## src/rtl/uart_receiver.sv

```systemverilog
`default_nettype none
// ============================================================================
//  Module      : uart_receiver
//  Description : 8N1 UART receive stage. The serial line passes through a
//                two-flop synchronizer, and an oversampling FSM samples it
//                near the centre of each bit. The FSM advances only on the
//                rx_enb oversample tick. The stage rejects short start
//                glitches and reports framing errors and overruns.
//
//  Ports       : i_clk      - system clock, rising edge
//                i_rst      - synchronous active-high reset
//                rx         - asynchronous serial line, idles high
//                rx_enb     - single-cycle oversample tick
//                rdy_clr    - host acknowledge, clears rdy and overrun
//                data_out   - last correctly framed byte
//                rdy        - new byte available (sticky until rdy_clr)
//                frame_err  - last completed frame had a low stop bit
//                overrun    - byte completed while rdy was still set
//                busy       - receiver is not idle
//
//  Revision    : 1.0 - initial release
// ============================================================================
module uart_receiver #(
    parameter int OVERSAMPLE = 16,
    parameter int SAMPLE_W   = $clog2(OVERSAMPLE)
) (
    input  logic       i_clk,
    input  logic       i_rst,
    input  logic       rx,
    input  logic       rx_enb,
    input  logic       rdy_clr,
    output logic [7:0] data_out,
    output logic       rdy,
    output logic       frame_err,
    output logic       overrun,
    output logic       busy
);

    // Last sample index of the half start bit and of a full bit period.
    localparam logic [SAMPLE_W-1:0] c_half_last = SAMPLE_W'(OVERSAMPLE / 2 - 1);
    localparam logic [SAMPLE_W-1:0] c_bit_last  = SAMPLE_W'(OVERSAMPLE - 1);
    localparam logic [SAMPLE_W-1:0] c_one       = SAMPLE_W'(1);

    typedef enum logic [1:0] {
        IDLE  = 2'd0,
        START = 2'd1,
        DATA  = 2'd2,
        STOP  = 2'd3
    } state_t;

    state_t              r_state;
    state_t              w_state_nxt;
    logic [SAMPLE_W-1:0] r_sample;
    logic [SAMPLE_W-1:0] w_sample_nxt;
    logic [2:0]          r_bitcnt;
    logic [2:0]          w_bitcnt_nxt;
    logic [7:0]          r_shift;
    logic [7:0]          w_shift_nxt;
    logic [7:0]          r_data_out;
    logic [7:0]          w_data_out_nxt;
    logic                r_rdy;
    logic                w_rdy_nxt;
    logic                r_frame_err;
    logic                w_frame_err_nxt;
    logic                r_overrun;
    logic                w_overrun_nxt;
    logic                r_rx_meta;
    logic                r_rx_s;
    logic                w_done_ok;
    logic                w_done_bad;

    // Two-flop synchronizer; reset to the idle (high) line level so that a
    // reset never looks like a start bit.
    always_ff @(posedge i_clk) begin
        if (i_rst) begin
            r_rx_meta <= 1'b1;
            r_rx_s    <= 1'b1;
        end else begin
            r_rx_meta <= rx;
            r_rx_s    <= r_rx_meta;
        end
    end

    // State and datapath registers.
    always_ff @(posedge i_clk) begin
        if (i_rst) begin
            r_state     <= IDLE;
            r_sample    <= '0;
            r_bitcnt    <= 3'd0;
            r_shift     <= 8'h00;
            r_data_out  <= 8'h00;
            r_rdy       <= 1'b0;
            r_frame_err <= 1'b0;
            r_overrun   <= 1'b0;
        end else begin
            r_state     <= w_state_nxt;
            r_sample    <= w_sample_nxt;
            r_bitcnt    <= w_bitcnt_nxt;
            r_shift     <= w_shift_nxt;
            r_data_out  <= w_data_out_nxt;
            r_rdy       <= w_rdy_nxt;
            r_frame_err <= w_frame_err_nxt;
            r_overrun   <= w_overrun_nxt;
        end
    end

    // Next-state logic. Everything holds unless an oversample tick arrives.
    always_comb begin
        w_state_nxt  = r_state;
        w_sample_nxt = r_sample;
        w_bitcnt_nxt = r_bitcnt;
        w_shift_nxt  = r_shift;
        w_done_ok    = 1'b0;
        w_done_bad   = 1'b0;

        if (rx_enb) begin
            case (r_state)
                IDLE: begin
                    if (!r_rx_s) begin
                        w_state_nxt  = START;
                        w_sample_nxt = '0;
                    end
                end

                START: begin
                    if (r_rx_s) begin
                        // Line went high before mid start bit: treat as noise.
                        w_state_nxt  = IDLE;
                        w_sample_nxt = '0;
                    end else if (r_sample == c_half_last) begin
                        // Half a bit in: later samples land on bit centres.
                        w_state_nxt  = DATA;
                        w_sample_nxt = '0;
                        w_bitcnt_nxt = 3'd0;
                    end else begin
                        w_sample_nxt = r_sample + c_one;
                    end
                end

                DATA: begin
                    if (r_sample == c_bit_last) begin
                        w_shift_nxt  = {r_rx_s, r_shift[7:1]};
                        w_sample_nxt = '0;
                        w_bitcnt_nxt = r_bitcnt + 3'd1;
                        if (r_bitcnt == 3'd7) begin
                            w_state_nxt = STOP;
                        end
                    end else begin
                        w_sample_nxt = r_sample + c_one;
                    end
                end

                STOP: begin
                    if (r_sample == c_bit_last) begin
                        w_state_nxt  = IDLE;
                        w_sample_nxt = '0;
                        w_done_ok    = r_rx_s;
                        w_done_bad   = !r_rx_s;
                    end else begin
                        w_sample_nxt = r_sample + c_one;
                    end
                end

                default: begin
                    w_state_nxt  = IDLE;
                    w_sample_nxt = '0;
                end
            endcase
        end
    end

    // Host-side flags. A completing byte takes priority over rdy_clr; with
    // both present the byte is treated as read-pending but not an overrun.
    always_comb begin
        w_data_out_nxt  = r_data_out;
        w_rdy_nxt       = r_rdy;
        w_overrun_nxt   = r_overrun;
        w_frame_err_nxt = r_frame_err;

        if (w_done_ok) begin
            w_data_out_nxt  = r_shift;
            w_rdy_nxt       = 1'b1;
            w_overrun_nxt   = r_rdy && !rdy_clr;
            w_frame_err_nxt = 1'b0;
        end else begin
            if (rdy_clr) begin
                w_rdy_nxt     = 1'b0;
                w_overrun_nxt = 1'b0;
            end
            if (w_done_bad) begin
                w_frame_err_nxt = 1'b1;
            end
        end
    end

    assign data_out  = r_data_out;
    assign rdy       = r_rdy;
    assign frame_err = r_frame_err;
    assign overrun   = r_overrun;
    assign busy      = (r_state != IDLE);

endmodule
`default_nettype wire

```

## config.mk

```make
export PLATFORM = sky130hd
export DESIGN_NAME = uart_receiver
export DESIGN_NICKNAME = d
export VERILOG_FILES = /design/src/rtl/uart_receiver.sv
export SDC_FILE = /design/constraint.sdc
export NUM_CORES = 1
export LEC_CHECK = 0
export ABC_AREA = 1
export CAP_MARGIN = 20
export CORE_MARGIN = 8
export CORE_UTILIZATION = 51
export CTS_BUF_LIST = sky130_fd_sc_hd__clkbuf_4
export DETAILED_ROUTE_END_ITERATION = 8
export PLACE_DENSITY = 0.73
export SETUP_SLACK_MARGIN = 0.05
export SYNTH_ARGS = -nofsm -noshare
export SYNTH_HDL_FRONTEND = slang
export SYNTH_SLANG_ARGS = --single-unit
```

## constraint.sdc

```tcl
create_clock -name i_clk -period 1.3 [get_ports i_clk]
set_input_delay 0.26 -clock i_clk [delete_from_list [all_inputs] [get_ports i_clk]]
set_output_delay 0.26 -clock i_clk [all_outputs]
set_load 0.05 [all_outputs]
```

==> flow_metrics.py, run 1 <==
metrics = {
    "floorplan": {
        "die_height_um": 67.1,
        "die_w_um": 67.1,
        "start_util_pct": 53.7,
        "ios": 17,
        "row_count": 18,
        "coreArea_um2": 2480,
        "die-area_um2": 4500,
    },
    "synth": {
        "yosysWarnings": 0,
        "synth.top_cell.area_share_pct": 45.2,
        "synth_area_um2": 1330,
        "synth_common_cells": "30 x dfxtp_1, 28 x a21oi_1, 27 x nand2_1",
        "ys_seq_area_share_pct": 45.2,
        "yosys-top-cells-area": "dfxtp_1 45%, a21oi_1 11%, nand2_1 7.6%, o21ai_0 6.4%, inv_1 5.4%",
        "avgSynthCellArea_um2": 7.87,
        "synth_seq_cells": 30,
        "syn_nets": 177,
        "synthCells": 169,
        "yosysTopAreaCell": "dfxtp_1",
        "yosysMostFrequentCell": "dfxtp_1",
        "ys.flop_type": "dfxtp_1",
        "ys_types": 27,
        "synth_edf_count": 0,
        "synthArstFlopShare_pct": 0,
    },
    "power": {
        "ir_drop_v": 0.000833,
        "p_total_mw": 1.81,
        "power.leakage_nw": 0.859,
        "power_switching_mw": 0.428,
        "seqPwrFrac_pct": 51.2,
        "p_sw_share_pct": 23.7,
        "pwr-share-comb_pct": 7.9,
        "p_per_area_nw_per_um2": 867,
        "intPower_mw": 1.38,
        "p_clk_share_pct": 40.9,
    },
    "routing": {
        "vias": 1299,
        "ant_nets": 0,
        "vias_per_cell": 5.39,
        "drtIter0Drc": 53,
        "drt-total-wl_mm": 3.48,
        "drc": 0,
        "avgRoutedWirePerCell_um": 14.5,
        "dr.pass1.iters": 4,
    },
    "timing": {
        "finalHoldViolCount": 0,
        "layout_min_cycle_time_ps": 1420,
        "finalClockSkew_ps": 8.69,
        "rsz0062_at_grt": "yes",
        "finalWorstSetupSlack_ps": -119,
        "finalCritPeriodShare_pct": 109,
        "fmax_ghz": 0.705,
        "max_slew_margin_pct": 74.0,
        "slew_viol_final": 0,
        "tightest_slew_ps": 389,
        "finalSetupViolations": 27,
    },
    "clocking": {
        "cts_root_buf": "clkbuf_4",
        "hold_buffers": 0,
        "clk_pin_slew_ps": 100,
        "clock_path_buffers": 2,
        "h-tree-depth": 2,
        "cts_made_buffers": 5,
        "worst_skew_pair.late_latency_ps": 340,
        "cts_sinks": 30,
        "cts_tree": "built",
    },
    "final_layout": {
        "areaGrowthSynthToFinish_pct": 56.8,
        "layout-drive-gt1-share_pct": 43.6,
        "diodes": 0,
        "final_nets": 218,
        "stdcell_area_um2": 2090,
    },
    "status": {
        "status": "finished with violations",
        "violations": "negative setup slack",
    },
    "worst_setup_path": {
        "required_ps": 1540,
        "cp-end-kind": "flop",
        "path_class": "flop to flop",
        "worstPathArrival_ps": 1660,
        "critical_path_peak_fanout": 5,
        "critPathLaunchType": "flop",
    },
    "placed_design": {
        "gp_congestion": 0.831,
        "hpwl_mm": 2.14,
        "place_area_um2": 1700,
        "port_buffers": 16,
    },
    "global_routing": {
        "grt.total_usage_pct": 14.3,
        "grt_remaining_overflow": 0,
        "grt_pass1_vias": 1200,
        "grt_first_pass_wirelength_mm": 4.91,
        "grt_max_degree": 22,
        "antenna_found_initial": 0,
    },
    "run": {
        "drv_cap": 0,
    },
    "worst_hold_path": {
        "hold_class": "flop to flop",
    },
}
==> power by group through the flow <==
| stage | Combinational, mW | Sequential [mW] | Clock [mW] |
|---|---|---|---|
| 2_1_floorplan | 0.0643 | 0.946 | 0 |
| 3_3_place_gp | 0.105 | 0.949 | 0 |
| 3_5_place_dp | 0.108 | 0.950 | 0 |
| 4_1_cts | 0.114 | 0.926 | 0.755 |
| 5_1_grt | 0.155 | 0.927 | 0.790 |
| 6_report | 0.143 | 0.927 | 0.739 |
==> timing repair <==
action                                  CTS  global route
endpoints found under the setup margin   25            28
setup buffers                             3            13
pin swaps                                 4            12
resized for setup                        13            42
cloned                                    0             1
==> final cells by class <==
| cell class | instances | area (um2) |
|---|---|---|
| clock inverters | 3 | 40.0 |
| clock buffers | 5 | 37.5 |
| flip-flops and latches | 30 | 613 |
| fillers | 144 | 392 |
| well taps | 30 | 37.5 |
| multi-input cells | 112 | 769 |
| inverters | 21 | 95.1 |
| repair inverters | 1 | 8.76 |
| repair buffers | 39 | 484 |
==> cells in the final DEF, fill, tap and decap left out, drive strengths merged <==
master / n
ha: 3
nand4: 1
nor2: 14
xnor2: 1
clkbuf: 5
bufinv: 1
or2: 2
nand3: 12
clkinvlp: 1
clkdlybuf4s50: 4
buf: 35
o211ai: 1
dfxtp: 30
clkinv: 4
nor3: 2
a21oi: 29
nand2: 28
o21ai: 19
inv: 19
==> worst max-delay path: stages (launching register included) <==
cell     delay, ps
dfxtp_2        370
ha_4           170
nand3_4        140
nor2_8         160
nand3_4        150
buf_4          180
nor2_2         110
nor2_2          50
==> layer usage <==
metal	up-vias	track usage [%]	routed length (um)
met5	-	0	0
met4	0	9.40	83
met3	10	4.87	163
met2	27	25.8	1830
met1	625	13.3	1400
li1	637	-	-
==> stage by stage <==
stage / utilization (%) / TNS (ps) / std cells / hold slack, ps / setup WS [ps]
2_1_floorplan: - / 0 / 169 / 364 / 25.1
3_3_place_gp: 68.6 / -4490 / 217 / 400 / -233
3_5_place_dp: 68.6 / -5790 / 217 / 416 / -298
4_1_cts: 73.6 / -582 / 227 / 443 / -65.4
5_1_grt: 84.2 / -3930 / 241 / 467 / -196
6_report: 84.2 / -1720 / 241 / 465 / -119
==> flip-flops by register name, summed over array words and instances, names as in the netlist, named ones only <==
signal,flops
r_sample,4
r_rx_meta,1
data_out,8
overrun,1
r_state,1
rdy,1
r_shift,8
r_bitcnt,3
r_rx_s,1
frame_err,1
==> path summary, 6_finish.rpt <==
path	start	end	slack [ps]	cells past startpoint
worst min-delay path	r_rx_meta	r_rx_s	460	1
worst min register to register	r_rx_meta	r_rx_s	460	1
worst max-delay path	r_sample[0]	data_out[6]	-120	7
worst max register to register	r_sample[0]	data_out[6]	-120	7
==> cell families after synthesis <==
kind of cell | count (synthesis) | share of synthesized area, %
flip-flops | 30 | 45.2
adder cells (fa/ha/maj) | 3 | 2.82
XOR/XNOR | 1 | 0.659
buffers and inverters | 27 | 9.03
AO/OA/AOI/OAI | 49 | 19.2
AND/OR/NAND/NOR | 59 | 23.1
Power figures use the tool's default switching activity.
==> run 2, diff against run 1 <==
Clock period 1.3 ns to 1.1 ns, I/O delays scaled along.
==> flow_metrics.py, run 2 (synthesis gave the netlist of run 1 again) <==
metrics = {
    "final_layout": {
        "fin_cells": 262,
        "final_nets": 240,
        "num-fill-cells": 51,
        "areaGrowthSynthToFinish_pct": 80.1,
        "multi_input_area_um2": 892,
        "diodes": 0,
        "final_cell_mix": "31 x buf_4, 23 x nand2_1, 17 x a21oi_2, 16 x inv_1",
        "final_util_pct": 96.7,
        "seq_area_um2": 629,
        "final_common_cell": "buf_4",
        "layout-drive-gt1-share_pct": 62.5,
    },
    "timing": {
        "slew_viol_final": 0,
        "finalClockSkew_ps": 13.8,
        "finalHoldViolCount": 0,
        "rsz0062_at_grt": "yes",
        "finalCritPeriodShare_pct": 141,
        "finalWorstSetupSlack_ps": -450,
        "fmax_ghz": 0.645,
        "layout_min_cycle_time_ps": 1550,
        "tightest_slew_ps": 385,
        "finalSetupViolations": 31,
        "max_slew_margin_pct": 74.3,
    },
    "routing": {
        "drtIter0Drc": 192,
        "dr.pass1.iters": 4,
        "vias_per_cell": 6.18,
        "vias": 1618,
        "ant_nets": 0,
        "avgRoutedWirePerCell_um": 24.1,
        "drt-total-wl_mm": 6.31,
        "drc": 0,
    },
    "power": {
        "power.leakage_nw": 0.949,
        "p_total_mw": 1.94,
        "ir_drop_v": 0.000878,
        "p_per_area_nw_per_um2": 809,
    },
    "floorplan": {
        "die_height_um": 67.1,
        "row_count": 18,
        "coreArea_um2": 2480,
        "ios": 17,
        "start_util_pct": 53.7,
        "die_w_um": 67.1,
        "die-area_um2": 4500,
    },
    "worst_setup_path": {
        "cp-end-kind": "flop",
        "worstPathArrival_ps": 1800,
        "path_class": "flop to flop",
        "critPathLaunchType": "flop",
        "critical_path_peak_fanout": 6,
        "required_ps": 1350,
    },
    "worst_hold_path": {
        "hold_class": "flop to flop",
    },
    "clocking": {
        "h-tree-depth": 2,
        "cts_sinks": 30,
        "cts_made_buffers": 5,
        "cts_tree": "built",
        "worst_skew_pair.late_latency_ps": 350,
        "clk_pin_slew_ps": 100,
        "clock_path_buffers": 2,
        "cts_root_buf": "clkbuf_4",
    },
    "placed_design": {
        "gp_congestion": 0.851,
        "place_inst": 236,
        "hpwl_mm": 2.33,
        "port_buffers": 16,
    },
    "global_routing": {
        "grt.total_usage_pct": 23.2,
        "grt_pass1_vias": 1567,
        "antenna_found_initial": 0,
        "grt_first_pass_wirelength_mm": 7.83,
        "grt_remaining_overflow": 0,
        "grt_max_degree": 22,
    },
    "status": {
        "violations": "negative setup slack",
        "status": "finished with violations",
    },
    "run": {
        "drv_cap": 0,
    },
}
run 2: cell types whose count changed in the layout (fill, tap and decap cells not counted), sizes merged:
cell | before | now
buf | 35 | 55
bufinv | 1 | 0
clkinv | 4 | 5
clkinvlp | 1 | 0
inv | 19 | 20
nand2 | 28 | 29
run 2: report_power, final:
part           internal, mW  leakage, nW  switching [mW]  total [mW]
sequential             1.08        0.251         0.00436        1.09
combinational        0.0927        0.667           0.130       0.223
clock                 0.229       0.0308           0.399       0.628
run 2: path summary, 6_finish.rpt:
check             cells past startpoint  slack, ps        from          end
hold reg to reg                       1        440   r_rx_meta       r_rx_s
setup / recovery                      8       -450  r_state[0]  r_bitcnt[0]
setup reg to reg                      8       -450  r_state[0]  r_bitcnt[0]
hold / removal                        1        440   r_rx_meta       r_rx_s
run 2: critical path: stages, from the launching register on:
cell     delay [ps]
dfxtp_2         340
buf_6           120
buf_6           120
nand2_2          70
o21ai_1         100
a21oi_2         340
nand3_1         200
nand2_1         120
nor2_1           50
run 2: cell type report:
class                   count  area share [%]
clock buffers               5            1.57
clock inverters             2           0.418
inverters                  21            4.02
multi-input cells         113            37.3
flip-flops and latches     30            26.3
well taps                  30            1.57
repair buffers             59            28.2
repair inverters            2           0.731
run 2: routing by layer:
| layer | share of wire [%] | track usage, % |
|---|---|---|
| met2 | 49 | 39.1 |
| met3 | 8.5 | 6.04 |
| met1 | 36 | 27.1 |
| met4 | 6.7 | 9.40 |
| met5 | 0 | 0 |
run 2: repair_timing:
action | in CTS | in global routing
pin swaps | 12 | 11
setup buffers | 14 | 2
gates cloned | 3 | 0
resized for setup | 64 | 24
hold endpoints to repair | 0 | 0
endpoints found under the setup margin | 40 | 40
hold buffers | 0 | 0
run 2: per-stage QoR:
stage | setup WS, ps | hold slack (ps) | setup TNS (ps) | area, um2
floorplan | -175 | 324 | -2780 | 1390
global placement | -361 | 409 | -8520 | 1880
detailed placement | -437 | 419 | -9800 | 1880
CTS | -274 | 440 | -5410 | 2280
global route | -474 | 489 | -10270 | 2390
finish | -450 | 440 | -9550 | 2390
